==> config.mk <==
export PLATFORM = sky130hd
export DESIGN_NAME = pulse_stretcher
export DESIGN_NICKNAME = d
export VERILOG_FILES = /design/src/rtl/stretcher_pkg.sv /design/src/rtl/cycle_timer.sv /design/src/rtl/pulse_stretcher.sv
export SDC_FILE = /design/constraint.sdc
export NUM_CORES = 1
export LEC_CHECK = 0
export CAP_MARGIN = 5
export CORE_UTILIZATION = 50
export CTS_CLUSTER_SIZE = 24
export DETAILED_ROUTE_END_ITERATION = 6
export GPL_TIMING_DRIVEN = 0
export PLACE_DENSITY = 0.77
export SYNTH_ARGS = -nofsm -noshare
export SYNTH_HDL_FRONTEND = slang
export SYNTH_SLANG_ARGS = --single-unit
==> constraint.sdc <==
create_clock -name clk -period 4.1 [get_ports clk]
set_clock_uncertainty 0.15 [all_clocks]
set_input_delay 1.025 -clock clk [delete_from_list [all_inputs] [get_ports clk]]
set_output_delay 1.025 -clock clk [all_outputs]
set_load 0.02 [all_outputs]
==> src/rtl/stretcher_pkg.sv <==
// Purpose: shared types and helpers for the pulse stretcher (and the debouncer's delay math).
// Latency: n/a (types and constant functions only).
// Backpressure: n/a.
package stretcher_pkg;

    typedef enum logic [1:0] {
        IDLE = 2'd0,
        ON   = 2'd1,
        OFF  = 2'd2
    } stretch_state_t;

    // Milliseconds to clock cycles for a clock given in MHz.
    function automatic int ms_to_cycles(input int ms, input int mhz);
        return ms * mhz * 1000;
    endfunction

    function automatic int max_int(input int a, input int b);
        return (a > b) ? a : b;
    endfunction

endpackage

==> src/rtl/cycle_timer.sv <==
// Purpose: free-running phase timer; counts up every cycle, restarts from 0 on clear.
// Latency: done is combinational from the registered count (count == done_at).
// Backpressure: none; the owner asserts clear whenever the count must restart.
// Ports: clk/rst (sync, active-high), clear (next count is 0), done_at (terminal value),
//        count (current value), done (count has reached done_at).
module cycle_timer #(
    parameter int WIDTH = 10
) (
    input  logic             clk,
    input  logic             rst,
    input  logic             clear,
    input  logic [WIDTH-1:0] done_at,
    output logic [WIDTH-1:0] count,
    output logic             done
);

    logic [WIDTH-1:0] count_q;
    logic [WIDTH-1:0] count_d;

    always_comb begin
        count_d = clear ? '0 : count_q + WIDTH'(1);
    end

    always_ff @(posedge clk) begin
        if (rst) begin
            count_q <= '0;
        end else begin
            count_q <= count_d;
        end
    end

    assign count = count_q;
    assign done  = (count_q == done_at);

endmodule

==> src/rtl/pulse_stretcher.sv <==
// Purpose: turns each rising edge of event_in into an ON_TIME ms pulse followed by an OFF_TIME ms gap.
// Latency: value_out/busy rise one cycle after the event edge (registered outputs).
// Backpressure: none upstream; events during a pulse/gap are queued up to MAX_PENDING, extras dropped.
// Ports: clk/rst (sync, active-high), event_in (synchronous event level), value_out (stretched pulse),
//        busy (state is not IDLE), pending (queued events).
module pulse_stretcher
    import stretcher_pkg::*;
#(
    parameter int CLK_FREQ    = 50,
    parameter int ON_TIME     = 1,
    parameter int OFF_TIME    = 1,
    parameter int MAX_PENDING = 3
) (
    input  logic                               clk,
    input  logic                               rst,
    input  logic                               event_in,
    output logic                               value_out,
    output logic                               busy,
    output logic [$clog2(MAX_PENDING+1)-1:0]   pending
);

    localparam int ON_CYCLES  = ms_to_cycles(ON_TIME, CLK_FREQ);
    localparam int OFF_CYCLES = ms_to_cycles(OFF_TIME, CLK_FREQ);
    localparam int MAX_CYCLES = max_int(ON_CYCLES, OFF_CYCLES);
    localparam int TIMER_W    = (MAX_CYCLES > 1) ? $clog2(MAX_CYCLES) : 1;
    localparam int PEND_W     = $clog2(MAX_PENDING + 1);

    localparam logic [TIMER_W-1:0] ON_LAST  = TIMER_W'(ON_CYCLES - 1);
    localparam logic [TIMER_W-1:0] OFF_LAST = TIMER_W'(OFF_CYCLES - 1);
    localparam logic [PEND_W-1:0]  PEND_MAX = PEND_W'(MAX_PENDING);

    stretch_state_t    state_q, state_d;
    logic              value_q, value_d;
    logic              busy_q, busy_d;
    logic [PEND_W-1:0] pending_q, pending_d;
    logic              event_q, event_d;

    logic               evt;
    logic               timer_clear;
    logic               timer_done;
    logic [TIMER_W-1:0] timer_done_at;
    logic [TIMER_W-1:0] timer_count;
    logic               pend_inc;
    logic               pend_dec;

    // event_q resets high so a level already present at reset release is not an edge.
    assign evt     = event_in & ~event_q;
    assign event_d = event_in;

    // One timer serves both phases; only the terminal value changes.
    assign timer_done_at = (state_q == OFF) ? OFF_LAST : ON_LAST;

    cycle_timer #(
        .WIDTH (TIMER_W)
    ) u_timer (
        .clk     (clk),
        .rst     (rst),
        .clear   (timer_clear),
        .done_at (timer_done_at),
        .count   (timer_count),
        .done    (timer_done)
    );

    // Next-state logic. The timer is held at 0 in IDLE and restarted on every phase change.
    always_comb begin
        state_d     = state_q;
        timer_clear = 1'b0;
        unique case (state_q)
            IDLE: begin
                timer_clear = 1'b1;
                if (evt) begin
                    state_d = ON;
                end
            end
            ON: begin
                if (timer_done) begin
                    state_d     = OFF;
                    timer_clear = 1'b1;
                end
            end
            OFF: begin
                if (timer_done) begin
                    timer_clear = 1'b1;
                    state_d     = ((pending_q != '0) || evt) ? ON : IDLE;
                end
            end
            default: begin
                state_d     = IDLE;
                timer_clear = 1'b1;
            end
        endcase
    end

    // Queue bookkeeping. An edge on the last OFF cycle with an empty queue launches the
    // next pulse directly instead of being queued; otherwise a restart consumes one entry.
    always_comb begin
        pend_inc  = evt && ((state_q == ON) ||
                            ((state_q == OFF) && !(timer_done && (pending_q == '0))));
        pend_dec  = (state_q == OFF) && timer_done && (pending_q != '0);
        pending_d = pending_q;
        unique case ({pend_inc, pend_dec})
            2'b10: begin
                if (pending_q != PEND_MAX) begin
                    pending_d = pending_q + PEND_W'(1);
                end
            end
            2'b01:   pending_d = pending_q - PEND_W'(1);
            default: pending_d = pending_q;
        endcase
    end

    // Outputs are registered from the next state so they line up with state_q.
    always_comb begin
        value_d = (state_d == ON);
        busy_d  = (state_d != IDLE);
    end

    always_ff @(posedge clk) begin
        if (rst) begin
            state_q   <= IDLE;
            value_q   <= 1'b0;
            busy_q    <= 1'b0;
            pending_q <= '0;
            event_q   <= 1'b1;
        end else begin
            state_q   <= state_d;
            value_q   <= value_d;
            busy_q    <= busy_d;
            pending_q <= pending_d;
            event_q   <= event_d;
        end
    end

    // The timer must sit at zero whenever the FSM is idle.
    idle_timer_zero_a: assert property (@(posedge clk) disable iff (rst)
        (state_q == IDLE) |-> (timer_count == '0));

    assign value_out = value_q;
    assign busy      = busy_q;
    assign pending   = pending_q;

endmodule

==> results.yml <==
timing:
  setup_violations: 0
  worst_slew_pin_slew_ns: 0.615
  finalCritPeriodShare_pct: 63.5
  slew_viol_final: 0
  hold_viol: 0
  relSlewSlack_pct: 58.5
  tns_ns: 0
  fmax_mhz: 384
  post-route-min-period_ns: 2.61
  rsz0062_at_grt: "false"
cts:
  cts_buffers: 3
  clock_latency_ns: 0.32
  clk_pin_slew_worst_paths_ns: 0.14
  clock_path_buffers: 2
  cts_tree: "yes"
  ctsResizeCount: 0
  postCtsSetupBuffers: 0
  h-tree-depth: 1
  cts_hold_buf: 0
  root_buffer: "clkbuf_4"
  cts_num_sinks: 23
worst_setup_path:
  slowest_stage: "clkdlybuf4s50_1"
  crit_required_ns: 2.92
  cp.arrival_ns: 1.43
  cp_cell_sequence: "clkdlybuf4s50_1"
  critPathTopFamily: "buffers and inverters"
  critPathLaunchType: "register"
  critPathKind: "reg -> out"
  path_max_fanout: 8
  crit_path_end_kind: "primary output"
  crit_buf_inv: 1
  max_stage_delay_ns: 0.65
cells_and_area:
  layout.cells.non_filler: 166
  syn2layout_area_growth_pct: 10.4
  fin_area_um2: 1300
  utilization_pct: 58.7
  drive_gt1_share_pct: 9.42
  nets: 147
  num_antenna_cells: 0
place:
  dp_hpwl_um: 1680
  gp_congestion: 0.828
  place_area_um2: 1270
  place_inst: 162
  portBuffers: 6
global_route:
  grt_usage_pct: 19.9
  antenna_found_initial: 0
  grt_start_max_net_pins: 14
  overflow: 0
  grt_pass1_wl_um: 3750
  grt_pass1_vias: 887
drt:
  viasPerCell: 5.78
  drt_iter0_drc: 6
  drc: 0
  firstDrtPassIters: 4
  ant_nets: 0
  wl_per_cell_um: 13.9
  vias: 959
  wirelength_um: 2310
die:
  initial_core_util_pct: 53.1
  die_x_um: 50.5
  die_h_um: 50.5
  die_area_um2: 2550
  core_area_um2: 2210
  io_pins: 7
  rows: 17
synth:
  syn-num-nets: 136
  synth.most_common_cell: "dfxtp_1"
  synth_ff_type: "dfxtp_1"
  synth_area_um2: 1170
  syn_inst: 128
  synth_area_leader_cell: "dfxtp_1"
  synth.distinct_cells: 41
  async_flop_share_pct: 0
  ys_seq_area_share_pct: 39.2
  ys_ff_latch: 23
  yosysWarningCount: 0
  yosys-top-cells-count: "23 x dfxtp_1, 14 x nor2_1, 8 x xor2_1, 6 x nand4_1, 5 x ha_1"
  synth_top_area_share_pct: 39.2
  yosys-top-cells-area: "dfxtp_1 39%, xor2_1 6.0%, ha_1 5.3%"
  avgSynthCellArea_um2: 9.18
  synth_edf_count: 0
pwr:
  p_leak_nw: 0.467
  peakVddDrop_mv: 0.174
  p_per_area_nw_per_um2: 280
run_status:
  outcome: "finished clean"
run:
  cap_viol_max_count: 0
min_path:
  worstHoldPathType: "reg -> reg"
## logic make-up (layout without fill, tap and decap cells)
kind of cell	count (synthesis)	after routing	synth area share, %
AOI/OAI and AO/OA	22	22	13.2
xor gates and xnor gates	11	11	8.20
adders and majority gates	5	5	5.32
buffers and inverters	11	21	4.15
DFF	23	23	39.2
muxes	2	2	1.70
and+or+nand+nor	54	54	28.2
## per-layer routing
| layer | part of all wire, % | routed length (um) | vias up | track usage [%] |
|---|---|---|---|---|
| met5 | 0 | 0 | - | 0 |
| met4 | 2.9 | 67 | 0 | 13.0 |
| met2 | 48 | 1120 | 10 | 34.9 |
| met1 | 47 | 1080 | 451 | 22.2 |
| li1 | - | - | 491 | - |
| met3 | 1.8 | 41 | 7 | 2.73 |
## registers in the layout, summed over array words and instances (netlist names)
name           flops
busy               1
event_q            1
pending            2
state_q            2
u_timer.count     16
value_out          1
## final timing paths
path                           from               end  slack, ns  cells after the start
setup / recovery         pending[1]        pending[1]       1.49                      1
hold / removal     u_timer.count[0]  u_timer.count[0]       0.30                      1
setup reg to reg  u_timer.count[15]  u_timer.count[2]       2.05                      5
hold reg to reg    u_timer.count[0]  u_timer.count[0]       0.30                      1
## power by group
part / total [mW] / internal (mW) / switching (mW)
clock network: 0.108 / 0.0366 / 0.0710
registers: 0.229 / 0.227 / 0.00177
logic: 0.0269 / 0.0130 / 0.0139
## cell usage in the layout, fill, tap and decap left out, types with 2 or more instances in the layout
cell type | synthesis | routed
clkbuf_1 | 4 | 4
a311oi_1 | 2 | 2
inv_1 | 4 | 4
nand4_1 | 6 | 6
a211oi_1 | 2 | 2
nand3b_1 | 3 | 3
clkbuf_4 | 0 | 3
clkdlybuf4s50_1 | 0 | 6
and4_1 | 3 | 3
nor2_1 | 14 | 14
and3_1 | 3 | 3
xnor2_1 | 3 | 3
nand2_1 | 3 | 3
ha_1 | 5 | 5
xor2_1 | 8 | 8
or2_2 | 3 | 3
a21boi_0 | 2 | 2
nor3_1 | 2 | 2
buf_4 | 2 | 2
mux2i_1 | 2 | 2
o21ai_0 | 4 | 4
a21oi_1 | 4 | 4
nand3_1 | 3 | 3
and2_1 | 2 | 2
a41oi_1 | 2 | 2
or3_1 | 3 | 3
dfxtp_1 | 23 | 23
## per-stage QoR
stage	hold WS, ns	worst slack (ns)	power, mW
6_report	0.301	1.49	0.363
5_1_grt	0.333	1.46	0.375
4_1_cts	0.300	1.47	0.368
3_5_place_dp	0.282	1.23	0.260
3_3_place_gp	0.272	1.24	0.259
2_1_floorplan	0.263	1.83	0.250
## cell type report
class	count	area, um2
flip-flops and latches	23	460
plain buffers	7	33.8
fillers	207	915
clock buffers	3	22.5
inverters	4	15.0
repair buffers	6	60.1
multi-input cells	94	666
well taps	28	35.0
clock inverters	1	5.00
Power figures use the tool's default switching activity.
==> variant 1, RTL diff (same flow settings) <==
Encoding of `stretch_state_t`: now one-hot (3 bits for 3 states).
--- a/src/rtl/stretcher_pkg.sv
+++ b/src/rtl/stretcher_pkg.sv
@@ -3,10 +3,10 @@
 // Backpressure: n/a.
 package stretcher_pkg;
 
-    typedef enum logic [1:0] {
-        IDLE = 2'd0,
-        ON   = 2'd1,
-        OFF  = 2'd2
+    typedef enum logic [2:0] {
+        IDLE = 3'b001,
+        ON   = 3'b010,
+        OFF  = 3'b100
     } stretch_state_t;
 
     // Milliseconds to clock cycles for a clock given in MHz.
Check against the original RTL: same outputs for any inputs over 10 cycles, from zero or initial values and one cycle with rst high; not proved beyond that.
==> variant 1 against the unedited design <==
Critical path depth rose by 4. Sequential cell count rose by 1. Via count rose by 8.2%. Highest routed layer unchanged. Sequential share of layout area rose by 0.64 points. Routed wire length barely moved. Area after synthesis rose by 2.9%. Critical path type is now input pin to flop. Synthesized cell count rose by 9.4%. Worst setup slack got worse by 0.059 ns. Design area rose by 2.5%.
Power is not compared: it rests on default switching activity, and its combinational part moved more than twofold at a synthesized area within 25%.
==> variant 1: results (changes against the unedited design) <==
{
  "gp_routability_congestion": {"value": 0.829, "change": "+0.14%"},
  "final_net_count": {"value": 154, "change": "+4.8%"},
  "critical_path_arrival": {"value": 2.76, "unit": "ns", "change": "+1.33 ns"},
  "filler_cell_count": {"value": 227, "change": "+9.7%"},
  "multiInputGateArea": {"value": 688, "unit": "µm²", "change": "+3.4%"},
  "synth.distinct_cells": {"value": 42, "change": "+2.4%"},
  "wl_met1": {"value": 1170, "unit": "µm", "change": "+8.1%"},
  "final-clk-cell-share": {"value": 2.73, "unit": "%", "change": "+0.61 points"},
  "run_status": {"value": "finished, final reports clean"},
  "seq_area_frac_synth": {"value": 39.8, "unit": "%", "change": "+0.56 points"},
  "clock_buffer_count": {"value": 4, "change": "+1"},
  "nNonClkBuffers": {"value": 11, "change": "-2"},
  "grtUsageTotal": {"value": 21.9, "unit": "%", "change": "+2.0 points"},
  "synth_area_per_cell": {"value": 8.63, "unit": "µm²", "change": "-5.9%"},
  "grt_first_pass_wirelength": {"value": 4240, "unit": "µm", "change": "+13%"},
  "synthTopCellsByArea": {"value": "sky130_fd_sc_hd__dfxtp_1 (40%), sky130_fd_sc_hd__xnor2_1 (5.8%), sky130_fd_sc_hd__nor2_1 (5.3%), sky130_fd_sc_hd__xor2_1 (2.9%), sky130_fd_sc_hd__a21oi_1 (2.5%)"},
  "synth_top_cells_by_count": {"value": "sky130_fd_sc_hd__dfxtp_1 (24), sky130_fd_sc_hd__nor2_1 (17), sky130_fd_sc_hd__xnor2_1 (8)"},
  "drt-total-wl": {"value": 2310, "unit": "µm", "change": "about the same"},
  "final_layout_size_suffix_gt1_share": {"value": 8.05, "unit": "%", "change": "-1.4 points"},
  "multi_input_gates": {"value": 106, "change": "+13%"},
  "io_buffer_count": {"value": 5, "change": "-1"},
  "total_area_of_sequential_cells": {"value": 480, "unit": "µm²", "change": "+4.3%"},
  "grt_util_met2": {"value": 32.2, "unit": "%", "change": "-2.7 points"},
  "dp.final_hpwl": {"value": 1650, "unit": "µm", "change": "-1.7%"},
  "buffer_area_share": {"value": 5.64, "unit": "%", "change": "-1.6 points"},
  "worst_path_max_delay_cell": {"value": "sky130_fd_sc_hd__or4b_2"},
  "clock-sinks": {"value": 24, "change": "+4.3%"},
  "timing.max_slew.rel_slack": {"value": 73.2, "unit": "%", "change": "+15 points"},
  "worst_setup_path_startpoint": {"value": "event_in"},
  "first_global_vias": {"value": 947, "change": "+6.8%"}
}
## variant 1: changes by cell type after synthesis, sizes merged, moves of 4 or more
cell | before | now
ha | 5 | 1
nand2 | 3 | 8
or4 | 1 | 5
xnor2 | 3 | 8
xor2 | 8 | 4
## variant 1: cell families (layout without fill, tap and decap cells)
kind of cell	count (synthesis)	in the layout	share of synthesized area, %
AO/OA/AOI/OAI	21	21	11.9
buffers and inverters	10	19	3.31
XOR/XNOR	12	12	8.70
flip-flops	24	24	39.8
adder cells (fa/ha/maj)	1	1	1.04
AND/OR/NAND/NOR	69	69	32.8
multiplexers	3	3	2.48
## variant 1: path summary, 6_finish.rpt
check,slack (ns),cells after the start,end
max reg2reg,1.75,6,u_timer.count[4]$_SDFF_PP0_
min,0.33,1,u_timer.count[0]$_SDFF_PP0_
max,1.44,5,pending[0]$_SDFFE_PP0P_
min reg2reg,0.33,1,u_timer.count[0]$_SDFF_PP0_
==> variant 2, RTL diff (config.mk and constraints unchanged) <==
Made on the original files. The parameter `MAX_PENDING` goes from 3 to 2.
--- a/src/rtl/pulse_stretcher.sv
+++ b/src/rtl/pulse_stretcher.sv
@@ -9,7 +9,7 @@
     parameter int CLK_FREQ    = 50,
     parameter int ON_TIME     = 1,
     parameter int OFF_TIME    = 1,
-    parameter int MAX_PENDING = 3
+    parameter int MAX_PENDING = 2
 ) (
     input  logic                               clk,
     input  logic                               rst,
Function: changed (Yosys sat finds a counterexample within 10 cycles, from zero or initial values and one cycle with rst high).
==> variant 2 against the unedited design <==
Worst hold slack improved by 0.025 ns. First-iteration DRC count increased by 50%. Maximum frequency increased by 1.8%. Total power is 3.2% lower. Sequential cell count unchanged. Critical path depth stayed put. Worst setup slack gained 0.045 ns. Register-to-register slack better by 0.10 ns. Routed wire length down 16%. Design area shrank 4.9%. Area after synthesis is 5.2% lower. Critical endpoint is now pending[0].
==> variant 2: results (changes against the unedited design) <==
{
  "seq_area_frac_synth": {"value": 41.3, "unit": "%", "change": "+2.2 points"},
  "run_status": {"value": "finished, final reports clean"},
  "synth_area_per_cell": {"value": 9.60, "unit": "µm²", "change": "+4.6%"},
  "ir_worst_vdd": {"value": 0.000190, "unit": "V", "change": "+9.7%"},
  "gp_routability_congestion": {"value": 0.826, "change": "-0.25%"},
  "p_leak": {"value": 0.000476, "unit": "µW", "change": "+1.9%"},
  "rr_startpoint": {"value": "u_timer.count[0]$_SDFF_PP0_"},
  "synth_fa_ha_area_share": {"value": 5.62, "unit": "%", "change": "+0.29 points"},
  "detail_route.vias_per_cell": {"value": 5.27, "change": "-8.8%"},
  "fin_cells": {"value": 153, "change": "-7.8%"},
  "reg2reg_depth": {"value": 6, "change": "+1"},
  "mappedNetlistNets": {"value": 124, "change": "-8.8%"},
  "critical_path_arrival": {"value": 1.38, "unit": "ns", "change": "-0.05 ns"},
  "cp-endpoint": {"value": "pending[0]"},
  "synth.area.mux_share": {"value": 0, "unit": "%", "change": "-1.7 points"},
  "final_layout_size_suffix_gt1_share": {"value": 9.52, "unit": "%", "change": "+0.10 points"},
  "worst_setup_path_startpoint": {"value": "pending[0]$_SDFFE_PP0P_"},
  "dp.final_hpwl": {"value": 1470, "unit": "µm", "change": "-13%"},
  "drt_first_iter_violations": {"value": 9, "change": "+3"},
  "drt-total-wl": {"value": 1940, "unit": "µm", "change": "-16%"},
  "grt_start_max_net_pins": {"value": 13, "change": "-1"},
  "synth.distinct_cells": {"value": 34, "change": "-17%"},
  "clock_edge_transition_at_the_registers_on_the_reported_setup_and_hold_paths": {"value": 0.12, "unit": "ns", "change": "-0.02 ns"},
  "filler_cell_count": {"value": 192, "change": "-7.2%"},
  "first_global_vias": {"value": 759, "change": "-14%"}
}
## variant 2: logic make-up (layout without fill, tap and decap cells)
| family | after synthesis | in the layout |
|---|---|---|
| buffers and inverters | 7 | 17 |
| AND/OR/NAND/NOR | 53 | 53 |
| adder cells (fa/ha/maj) | 5 | 5 |
| AO/OA/AOI/OAI | 13 | 13 |
| flip-flops | 23 | 23 |
| XOR/XNOR | 15 | 15 |
## variant 2: metal layers
layer  up-vias  global-route usage, %  share of wire (%)
met5         -                      0                  0
met4         0                   8.82                1.1
met3         2                   3.74                2.1
met2         5                   29.7                 48
met1       367                   20.6                 48
li1        432                      -                  -
## variant 2: cell type report
type                    instances  share of cell area (%)
repair buffers                  6                    4.87
inverters                       6                    1.83
clock buffers                   4                    2.13
multi-input cells              86                    50.7
flip-flops and latches         23                    37.3
plain buffers                   1                   0.406
well taps                      27                    2.74
## variant 2: stage by stage
stage          utilization [%]  area (µm²)
3_3_place_gp              59.7        1210
3_5_place_dp              59.7        1210
6_report                  61.0        1230
5_1_grt                   61.0        1230
4_1_cts                   61.0        1230
2_1_floorplan                -        1110
## variant 2: where the power goes
| part | switching, µW | internal [µW] | leakage [µW] |
|---|---|---|---|
| Clock | 63.4 | 37.9 | 0.0000150 |
| Combinational | 12.1 | 9.62 | 0.000275 |
| Sequential | 1.97 | 226 | 0.000186 |
## variant 2: worst min path at each step
| stage | end | cells after the start | slack, ns | start |
|---|---|---|---|---|
| 2_1_floorplan | u_timer.count[0]$_SDFF_PP0_ | 1 | 0.28 | u_timer.count[0]$_SDFF_PP0_ |
| 4_1_cts | u_timer.count[0]$_SDFF_PP0_ | 1 | 0.33 | u_timer.count[0]$_SDFF_PP0_ |
| 3_3_place_gp | u_timer.count[0]$_SDFF_PP0_ | 1 | 0.29 | u_timer.count[0]$_SDFF_PP0_ |
| 5_1_grt | u_timer.count[0]$_SDFF_PP0_ | 1 | 0.35 | u_timer.count[0]$_SDFF_PP0_ |
| 3_5_place_dp | u_timer.count[0]$_SDFF_PP0_ | 1 | 0.30 | u_timer.count[0]$_SDFF_PP0_ |
| 6_report | u_timer.count[0]$_SDFF_PP0_ | 1 | 0.33 | u_timer.count[0]$_SDFF_PP0_ |
